**src/rtl/legv8_control_unit.sv**
```systemverilog
// LEGv8 multicycle control unit: sequences one instruction at a time
// through decode/execute/memory/writeback and drives the datapath control word.
module legv8_control_unit #(
  parameter int K_WIDTH = 64
) (
  input  logic               CLK,
  input  logic               RST,
  input  logic [31:0]        INSTR,
  input  logic               INSTR_VALID,
  output logic               INSTR_READY,
  input  logic [3:0]         STAT,
  output logic [4:0]         SA,
  output logic [4:0]         SB,
  output logic [4:0]         DA,
  output logic               WR,
  output logic [4:0]         FS,
  output logic               C0,
  output logic [K_WIDTH-1:0] K,
  output logic               M,
  output logic               EN_ALU,
  output logic               EN_ADDR_ALU,
  output logic               EN_B,
  output logic               RCS,
  output logic               RWE,
  output logic               ROE,
  output logic [3:0]         FLAGS,
  output logic               DONE,
  output logic               ILLEGAL
);

  typedef enum logic [2:0] {
    S_IDLE,
    S_DECODE,
    S_EXEC,
    S_LD_ADDR,
    S_LD_WB,
    S_ST
  } state_t;

  typedef enum logic [3:0] {
    OP_NONE,
    OP_ADD,
    OP_SUB,
    OP_AND,
    OP_ORR,
    OP_EOR,
    OP_ADDS,
    OP_SUBS,
    OP_ADDI,
    OP_SUBI,
    OP_LDUR,
    OP_STUR
  } op_t;

  localparam logic [4:0] FS_ADD = 5'b01000;
  localparam logic [4:0] FS_SUB = 5'b01001;
  localparam logic [4:0] FS_AND = 5'b00000;
  localparam logic [4:0] FS_ORR = 5'b00100;
  localparam logic [4:0] FS_EOR = 5'b01100;

  state_t      state_q, state_d;
  logic [31:0] ir_q, ir_d;
  logic [3:0]  flags_q, flags_d;
  op_t         op;

  logic [10:0]        opc11;
  logic [9:0]         opc10;
  logic [4:0]         rd, rn, rm;
  logic [K_WIDTH-1:0] alu_imm, dt_addr;
  logic               is_itype, is_rtype, sets_flags;
  logic [4:0]         op_fs;
  logic               op_c0;

  assign opc11   = ir_q[31:21];
  assign opc10   = ir_q[31:22];
  assign rd      = ir_q[4:0];
  assign rn      = ir_q[9:5];
  assign rm      = ir_q[20:16];
  assign alu_imm = {{(K_WIDTH-12){1'b0}}, ir_q[21:10]};
  assign dt_addr = {{(K_WIDTH-9){ir_q[20]}}, ir_q[20:12]};

  always_comb begin
    unique case (1'b1)
      (opc11 == 11'b10001011000): op = OP_ADD;
      (opc11 == 11'b11001011000): op = OP_SUB;
      (opc11 == 11'b10001010000): op = OP_AND;
      (opc11 == 11'b10101010000): op = OP_ORR;
      (opc11 == 11'b11001010000): op = OP_EOR;
      (opc11 == 11'b10101011000): op = OP_ADDS;
      (opc11 == 11'b11101011000): op = OP_SUBS;
      (opc10 == 10'b1001000100):  op = OP_ADDI;
      (opc10 == 10'b1101000100):  op = OP_SUBI;
      (opc11 == 11'b11111000010): op = OP_LDUR;
      (opc11 == 11'b11111000000): op = OP_STUR;
      default:                    op = OP_NONE;
    endcase
  end

  assign is_itype   = (op == OP_ADDI) || (op == OP_SUBI);
  assign is_rtype   = (op == OP_ADD)  || (op == OP_SUB)  ||
                      (op == OP_AND)  || (op == OP_ORR)  ||
                      (op == OP_EOR)  || (op == OP_ADDS) ||
                      (op == OP_SUBS);
  assign sets_flags = (op == OP_ADDS) || (op == OP_SUBS);

  always_comb begin
    op_fs = FS_ADD;
    op_c0 = 1'b0;
    unique case (op)
      OP_SUB, OP_SUBS, OP_SUBI: begin
        op_fs = FS_SUB;
        op_c0 = 1'b1;
      end
      OP_AND:  op_fs = FS_AND;
      OP_ORR:  op_fs = FS_ORR;
      OP_EOR:  op_fs = FS_EOR;
      default: op_fs = FS_ADD;
    endcase
  end

  always_comb begin
    state_d = state_q;
    ir_d    = ir_q;
    flags_d = flags_q;
    unique case (state_q)
      S_IDLE: begin
        if (INSTR_VALID) begin
          ir_d    = INSTR;
          state_d = S_DECODE;
        end
      end
      S_DECODE: begin
        if (is_rtype || is_itype) state_d = S_EXEC;
        else if (op == OP_LDUR)   state_d = S_LD_ADDR;
        else if (op == OP_STUR)   state_d = S_ST;
        else                      state_d = S_IDLE;
      end
      S_EXEC: begin
        if (sets_flags) flags_d = STAT;
        state_d = S_IDLE;
      end
      S_LD_ADDR: state_d = S_LD_WB;
      S_LD_WB:   state_d = S_IDLE;
      S_ST:      state_d = S_IDLE;
      default:   state_d = S_IDLE;
    endcase
  end

  always_ff @(posedge CLK or negedge RST) begin
    if (!RST) begin
      state_q <= S_IDLE;
      ir_q    <= '0;
      flags_q <= '0;
    end else begin
      state_q <= state_d;
      ir_q    <= ir_d;
      flags_q <= flags_d;
    end
  end

  // Moore decode: reset forces S_IDLE, so every enable drops with RST.
  always_comb begin
    INSTR_READY = 1'b0;
    SA          = '0;
    SB          = '0;
    DA          = '0;
    WR          = 1'b0;
    FS          = '0;
    C0          = 1'b0;
    K           = '0;
    M           = 1'b0;
    EN_ALU      = 1'b0;
    EN_ADDR_ALU = 1'b0;
    EN_B        = 1'b0;
    RCS         = 1'b0;
    RWE         = 1'b0;
    ROE         = 1'b0;
    DONE        = 1'b0;
    ILLEGAL     = 1'b0;
    unique case (state_q)
      S_IDLE:   INSTR_READY = 1'b1;
      S_DECODE: ILLEGAL = (op == OP_NONE);
      S_EXEC: begin
        SA     = rn;
        SB     = rm;
        DA     = rd;
        FS     = op_fs;
        C0     = op_c0;
        EN_ALU = 1'b1;
        WR     = 1'b1;
        DONE   = 1'b1;
        if (is_itype) begin
          M = 1'b1;
          K = alu_imm;
        end
      end
      S_LD_ADDR, S_LD_WB: begin
        SA          = rn;
        M           = 1'b1;
        K           = dt_addr;
        FS          = FS_ADD;
        EN_ADDR_ALU = 1'b1;
        RCS         = 1'b1;
        ROE         = 1'b1;
        if (state_q == S_LD_WB) begin
          DA   = rd;
          WR   = 1'b1;
          DONE = 1'b1;
        end
      end
      S_ST: begin
        SA          = rn;
        SB          = rd;
        M           = 1'b1;
        K           = dt_addr;
        FS          = FS_ADD;
        EN_ADDR_ALU = 1'b1;
        EN_B        = 1'b1;
        RCS         = 1'b1;
        RWE         = 1'b1;
        DONE        = 1'b1;
      end
      default: INSTR_READY = 1'b0;
    endcase
  end

  assign FLAGS = flags_q;

endmodule

```
**config.mk**
```make
export PLATFORM = sky130hd
export DESIGN_NAME = legv8_control_unit
export DESIGN_NICKNAME = d
export VERILOG_FILES = /design/src/rtl/legv8_control_unit.sv
export SDC_FILE = /design/constraint.sdc
export NUM_CORES = 1
export LEC_CHECK = 0
export ABC_AREA = 1
export ABC_CLOCK_PERIOD_IN_PS = 3300
export BUFFER_PORTS_ARGS = -buffer_cell sky130_fd_sc_hd__buf_2
export CAP_MARGIN = 20
export CORE_MARGIN = 10
export CORE_UTILIZATION = 47
export CTS_BUF_LIST = sky130_fd_sc_hd__clkbuf_8
export DETAILED_ROUTE_END_ITERATION = 10
export GPL_TIMING_DRIVEN = 0
export PLACE_DENSITY = 0.93
export SYNTH_ARGS = -nofsm -noshare
export SYNTH_HDL_FRONTEND = slang
export SYNTH_SLANG_ARGS = --single-unit
```
**constraint.sdc**
```tcl
create_clock -name CLK -period 3.3 [get_ports CLK]
set_input_delay 0.33 -clock CLK [delete_from_list [all_inputs] [get_ports CLK]]
set_output_delay 0.33 -clock CLK [all_outputs]
set_load 0.02 [all_outputs]
```
==> results of run 1 <==
metrics by stage:
step	total power, mW	worst slack, ps	std cells
detailed placement	1.58	710	546
finish	1.99	411	554
global route	2.14	99.3	554
floorplan	1.36	524	338
global placement	1.54	252	546
CTS	2.00	374	554
layout make-up:
cell class / instances / area, sq um / share of cell area [%]
buffer: 62 / 465 / 13.3
clock buffer: 6 / 82.6 / 2.36
clock inverter: 2 / 35.0 / 1.00
inverter: 47 / 176 / 5.04
multi-input combinational: 190 / 991 / 28.3
sequential: 39 / 976 / 27.9
tap: 72 / 90.1 / 2.58
timing repair buffer: 136 / 681 / 19.5
cells in the final DEF (no fill, tap or decap):
master	synthesis	final
nand4_1	2	2
o2111ai_2	1	1
nand2_1	41	41
nor2_2	5	5
nor2_1	54	53
bufinv_16	0	1
inv_1	40	40
nor3_4	1	1
o211a_1	1	1
nand3_1	16	16
a21oi_2	9	9
inv_2	7	7
buf_6	3	3
clkinv_2	0	1
mux2_4	4	4
clkbuf_8	0	6
conb_1	1	2
nor3_2	2	2
nor3_1	4	4
clkbuf_1	3	3
nand3b_1	1	1
buf_2	0	136
nor2_4	3	4
a21oi_1	21	21
o21ai_0	16	16
mux2_2	1	1
buf_4	56	56
dfrtp_1	39	39
nand2_2	1	1
o22ai_1	5	5
power by group:
group | leakage [nW] | switching (mW) | total (mW) | internal, mW
clock | 0.0612 | 0.173 | 0.418 | 0.245
combinational | 1.72 | 0.488 | 0.756 | 0.267
sequential | 0.429 | 0.136 | 0.819 | 0.683
registers in the layout, summed over array words and instances, names as in the netlist:
signal   count
ir_q        32
FLAGS        4
state_q      3
kinds of logic after synthesis:
family,synth area share (%)
buffers and inverters,24.7
flip-flops,37.6
multiplexers,2.75
AND/OR/NAND/NOR,22.5
AO/OA/AOI/OAI,12.3
other,0.144
routing by layer:
metal | global-route usage [%] | vias up | wire length [um]
met1 | 19.9 | 1162 | 3260
met5 | 0 | - | 0
met3 | 5.79 | 10 | 787
met4 | 6.33 | 0 | 129
li1 | - | 1296 | -
met2 | 29.2 | 110 | 3810
how the worst max path moves through the flow:
| stage | end | slack (ps) |
|---|---|---|
| after floorplan | K[11] | 520 |
| after global placement | K[11] | 250 |
| after detailed placement | K[11] | 710 |
| after CTS | K[11] | 370 |
| after global routing | K[11] | 100 |
| final | K[11] | 410 |
worst max-delay path, delay by kind of cell (launching register included):
family          cells  cell delay, ps
simple gates        3            1140
buf+inv             3             500
flops               1             460
compound gates      1             160
==> impl_metrics.csv, run 1 <==
group,metric,value,unit
timing,setup_viol,0,
timing,fin_crit_sh,87.5,%
place,placed_area,0.00338,sq mm
logic_synthesis,netlist_area,0.00260,sq mm
global_routing,grt_overflow_total,0,
timing,relSlewSlack,33.3,%
critical_path,ff2ff_path_depth,9,
finish,area_growth_syn_to_layout,34.6,%
run_status,outcome,"completed",
global_routing,grt_pass1_vias,2510,
critical_path,worstSetupPathType,"reg -> out",
floorplan,die_area,0.00890,sq mm
clock_network,ctsHoldBuffers,0,
drt,dr.pass1.iters,4,
logic_synthesis,post-synth-top-area-cell,"dfrtp_1",
logic_synthesis,synthDistinctLibCells,26,
critical_path,reg2reg_from,"ir_q[22]",
place,place_hpwl,6540,um
clock_network,cts_root_buffer,"clkbuf_8",
critical_path,startpoint,"state_q[0]",
timing,slew_violations,0,
critical_path,crit_required,2970,ps
critical_path,slowest_delay,770,ps
timing,setup_tns,0,ps
global_routing,antenna_found_initial,0,
drt,via_count,2578,
logic_synthesis,ys_top_cells_by_count,"buf_4, nor2_1, nand2_1",
timing,max_slew.worst_pin.slew,998,ps
drt,postRouteAntennaNets,0,
logic_synthesis,synthTopCellsByArea,"dfrtp_1, buf_4, nor2_1",
timing,whs,135,ps
critical_path,reg2reg_to,"state_q[1]",
floorplan,num_io_pins,139,
floorplan,core,0.00544,sq mm
power,irDropWorstVdd,388,uV
power,p_per_area,570,mW/mm^2
timing,hold_viol,0,
drt,wl_per_cell,14.4,um
critical_path,crit_slowest_cell,"nor2_4",
floorplan,fp-row-count,27,
logic_synthesis,synth_edf_count,0,
drt,avgViaCountPerCell,4.65,
drt,drc,0,
critical_path,setup.worst_path.end_class,"primary output",
clock_network,path_clk_slew,80,ps
critical_path,rrSetupSlack,1790,ps
global_routing,grt_use_total,17.3,%
logic_synthesis,synth.top_cell.area_share,37.6,%
drt,first_iter_violations,132,
logic_synthesis,syn_avg_cell_area,7.71,sq um
critical_path,path_max_fanout,53,
logic_synthesis,netlist_instances,337,
finish,fillers,497,
place,gp_congestion,0.926,
place,io_buffers,136,
global_routing,grt_max_degree,54,
power,power_leakage,2.21,nW
logic_synthesis,async_flop_share,100,%
floorplan,dieWidth,94.3,um
floorplan,initial_core_util,47.8,%
clock_network,tritoncts,"yes",
timing,fin_crit,2890,ps
timing,clock_skew,4.09,ps
finish,diodes,0,
logic_synthesis,ys_seq_elements,39,
clock_network,postCtsSetupRepairBufs,0,
critical_path,crit_path_start_kind,"flip-flop",
job,maxCapViolations,0,
finish,drive_gt1_share,49.4,%
drt,drt-total-wl,7990,um
finish,finish.instance_area,0.00350,sq mm
floorplan,dieHeight,94.3,um
logic_synthesis,yosysMostFrequentCell,"buf_4",
clock_network,cts_buffer_depth,2,
clock_network,htreeDepth,2,
logic_synthesis,yosysSeqAreaShare,37.6,%
clock_network,cts.sinks,39,
clock_network,cts_inserted_buffers,5,
clock_network,clock_latency,290,ps
finish,final_util,64.3,%
global_routing,grt_first_pass_wirelength,12400,um
timing,grt_setup_unrepaired,"false",
finish,layout.nets,520,
critical_path,critical_path_arrival,2560,ps
logic_synthesis,synth_warnings,0,
logic_synthesis,ys.flop_type,"dfrtp_1",
worst_hold_path,hp-class,"in -> async",
timing,fmax,0.346,GHz
clock_network,cts.repair.resized,0,
critical_path,path_cells,"inv_1 -> nor2_1 -> nor2_4 -> nor2_4 -> inv_1 -> o21ai_0 -> buf_2",
(Power assumes the default switching activity.)
==> inputs of run 2 (changes only) <==
ABC_AREA = unset   (was 1)
CORE_UTILIZATION = 45   (was 47)
PLACE_DENSITY = 0.92   (was 0.93)
RECOVER_POWER = 50   (was unset)
==> run 2 against run 1 <==
Compared with the run above: the run now ends with max-capacitance violations, max-slew violations left; maximum frequency shrank 2.2%; core utilization is 1.4 points lower; register-to-register slack worse by 710 ps; sequential power decreased by 27%; sequential cell count unchanged; first-iteration DRC count decreased by 43%; die area shrank 3.6%.
==> impl_metrics.csv, run 2 <==
group,metric,value,unit
power,power,1.10,mW
floorplan,initial_core_util,46.4,%
place,place_hpwl,5970,um
logic_synthesis,post-synth-top-area-cell,"dfrtp_1",
global_routing,grt_max_degree,40,
logic_synthesis,ys.flop_type,"dfrtp_1",
logic_synthesis,synthTopCellsByArea,"dfrtp_1, buf_4, mux2_2",
floorplan,dieHeight,92.6,um
place,place_inst,423,
drt,wl_per_cell,17.3,um
power,p_per_area,341,mW/mm^2
timing,setup_tns,0,ps
logic_synthesis,synth_warnings,0,
timing,fmax,0.339,GHz
clock_network,cts_buffer_depth,2,
logic_synthesis,ys_top_cells_by_count,"buf_4, dfrtp_1, mux2_2",
clock_network,cts_root_buffer,"clkbuf_8",
finish,fillers,447,
timing,setup_viol,0,
timing,slew_violations,40,
job,maxCapViolations,1,
finish,area_growth_syn_to_layout,35.3,%
timing,clock_skew,4.90,ps
timing,relSlewSlack,-46.1,%
finish,diodes,0,
finish,top_register,"ir_q",
clock_network,cts_inserted_buffers,5,
floorplan,fp-row-count,26,
logic_synthesis,ys_seq_elements,39,
clock_network,tritoncts,"yes",
worst_hold_path,hp-class,"in -> reg",
clock_network,cts.repair.resized,0,
global_routing,antenna_found_initial,0,
timing,hold_viol,0,
finish,finalNonFillerCells,430,
finish,layout_commonest_cell,"buf_2",
critical_path,crit_path_start_kind,"flip-flop",
global_routing,grt_pass1_vias,2070,
drt,postRouteAntennaNets,0,
floorplan,num_io_pins,139,
finish,final_cell_mix,"buf_2, buf_4, dfrtp_1",
timing,fin_crit_sh,89.5,%
logic_synthesis,yosysSeqAreaShare,41.1,%
timing,max_slew.worst_pin.slew,2190,ps
drt,drc,0,
floorplan,dieWidth,92.6,um
logic_synthesis,async_flop_share,100,%
floorplan,die_area,0.00858,sq mm
logic_synthesis,synthDistinctLibCells,37,
power,power_leakage,1.90,nW
logic_synthesis,yosysMostFrequentCell,"buf_4",
finish,layout.nets,398,
finish,largest_reg_flops,32,
place,io_buffers,136,
power,irDropWorstVdd,320,uV
drt,avgViaCountPerCell,4.80,
drt,dr.pass1.iters,4,
place,gp_congestion,0.825,
timing,grt_setup_unrepaired,"false",
clock_network,clock_latency,300,ps
drt,drt-total-wl,7440,um
critical_path,path_max_fanout,38,
clock_network,path_clk_slew,80,ps
clock_network,cts.sinks,39,
logic_synthesis,synth_edf_count,0,
finish,final_util,62.9,%
global_routing,grt_use_total,16.6,%
critical_path,critical_path_arrival,2620,ps
global_routing,grt_first_pass_wirelength,11300,um
clock_network,ctsHoldBuffers,0,
logic_synthesis,syn_avg_cell_area,11.0,sq um
clock_network,htreeDepth,2,
critical_path,crit_required,2970,ps
finish,drive_gt1_share,64.4,%
run_status,violations,"max-capacitance violations, max-slew violations",
drt,via_count,2065,
logic_synthesis,netlist_area,0.00237,sq mm
drt,first_iter_violations,75,
floorplan,core,0.00511,sq mm
critical_path,setup.worst_path.end_class,"primary output",
critical_path,worstSetupPathType,"reg -> out",
timing,whs,256,ps
run_status,outcome,"finished, violations left",
timing,fin_crit,2950,ps
logic_synthesis,synth.top_cell.area_share,41.1,%
clock_network,postCtsSetupRepairBufs,0,
logic_synthesis,netlist_instances,215,
global_routing,grt_overflow_total,0,
[run 2: path summary, 6_finish.rpt]
check	from	endpoint	slack (ps)	cells after the start
worst max-delay path	state_q[1]	K[49]	350	7
worst min-delay path	INSTR[1]	ir_q[1]	260	2
worst max register to register	state_q[1]	ir_q[17]	1080	5
worst min register to register	FLAGS[3]	FLAGS[3]	510	1
max in group asynchronous	RST	ir_q[13]	1380	1
min in group asynchronous	RST	ir_q[30]	670	1
[run 2: cell type report]
class	count	area [sq um]	share of cell area, %
Buffer	62	440	13.7
Inverter	4	15.0	0.468
Clock buffer	5	68.8	2.14
Timing Repair Buffer	137	697	21.7
Clock inverter	3	16.3	0.507
Tap cell	70	87.6	2.73
Multi-Input combinational cell	110	910	28.3
Sequential cell	39	976	30.4
[run 2: power breakdown]
part           switching, mW  internal (mW)
Clock                  0.177          0.145
Combinational         0.0778         0.0973
Sequential            0.0560          0.543
[run 2: cell families (layout without fill, tap and decap cells)]
group                  Yosys count  in the layout  synth area share [%]
AO/OA/AOI/OAI                   19             19                  6.70
buffers and inverters           67            211                  19.9
flip-flops                      39             39                  41.1
AND/OR/NAND/NOR                 51             51                  14.3
other                            1              2                 0.158
XOR/XNOR                         2              2                 0.739
multiplexers                    36             36                  17.1
[run 2: layer usage]
metal / vias to the layer above / share of wire, % / track usage [%]
li1: 979 / - / -
met1: 962 / 40 / 18.7
met2: 115 / 46 / 26.8
met3: 9 / 13 / 8.23
met4: 0 / 1.3 / 5.27
met5: - / 0 / 0
[run 2: worst max-delay path: stages, from the launching register on]
cell and delay [ps]:
dfrtp_1 460, nand2b_1 220, nand2_1 420, nand2_1 250, inv_1 440, buf_16 240
buf_4 130, buf_2 160
[run 2: through the flow]
step           cell area [sq um]  setup slack (ps)
2_1_floorplan               2380               475
3_3_place_gp                3140               138
3_5_place_dp                3170               458
4_1_cts                     3260               124
5_1_grt                     3210               158
6_report                    3210               347
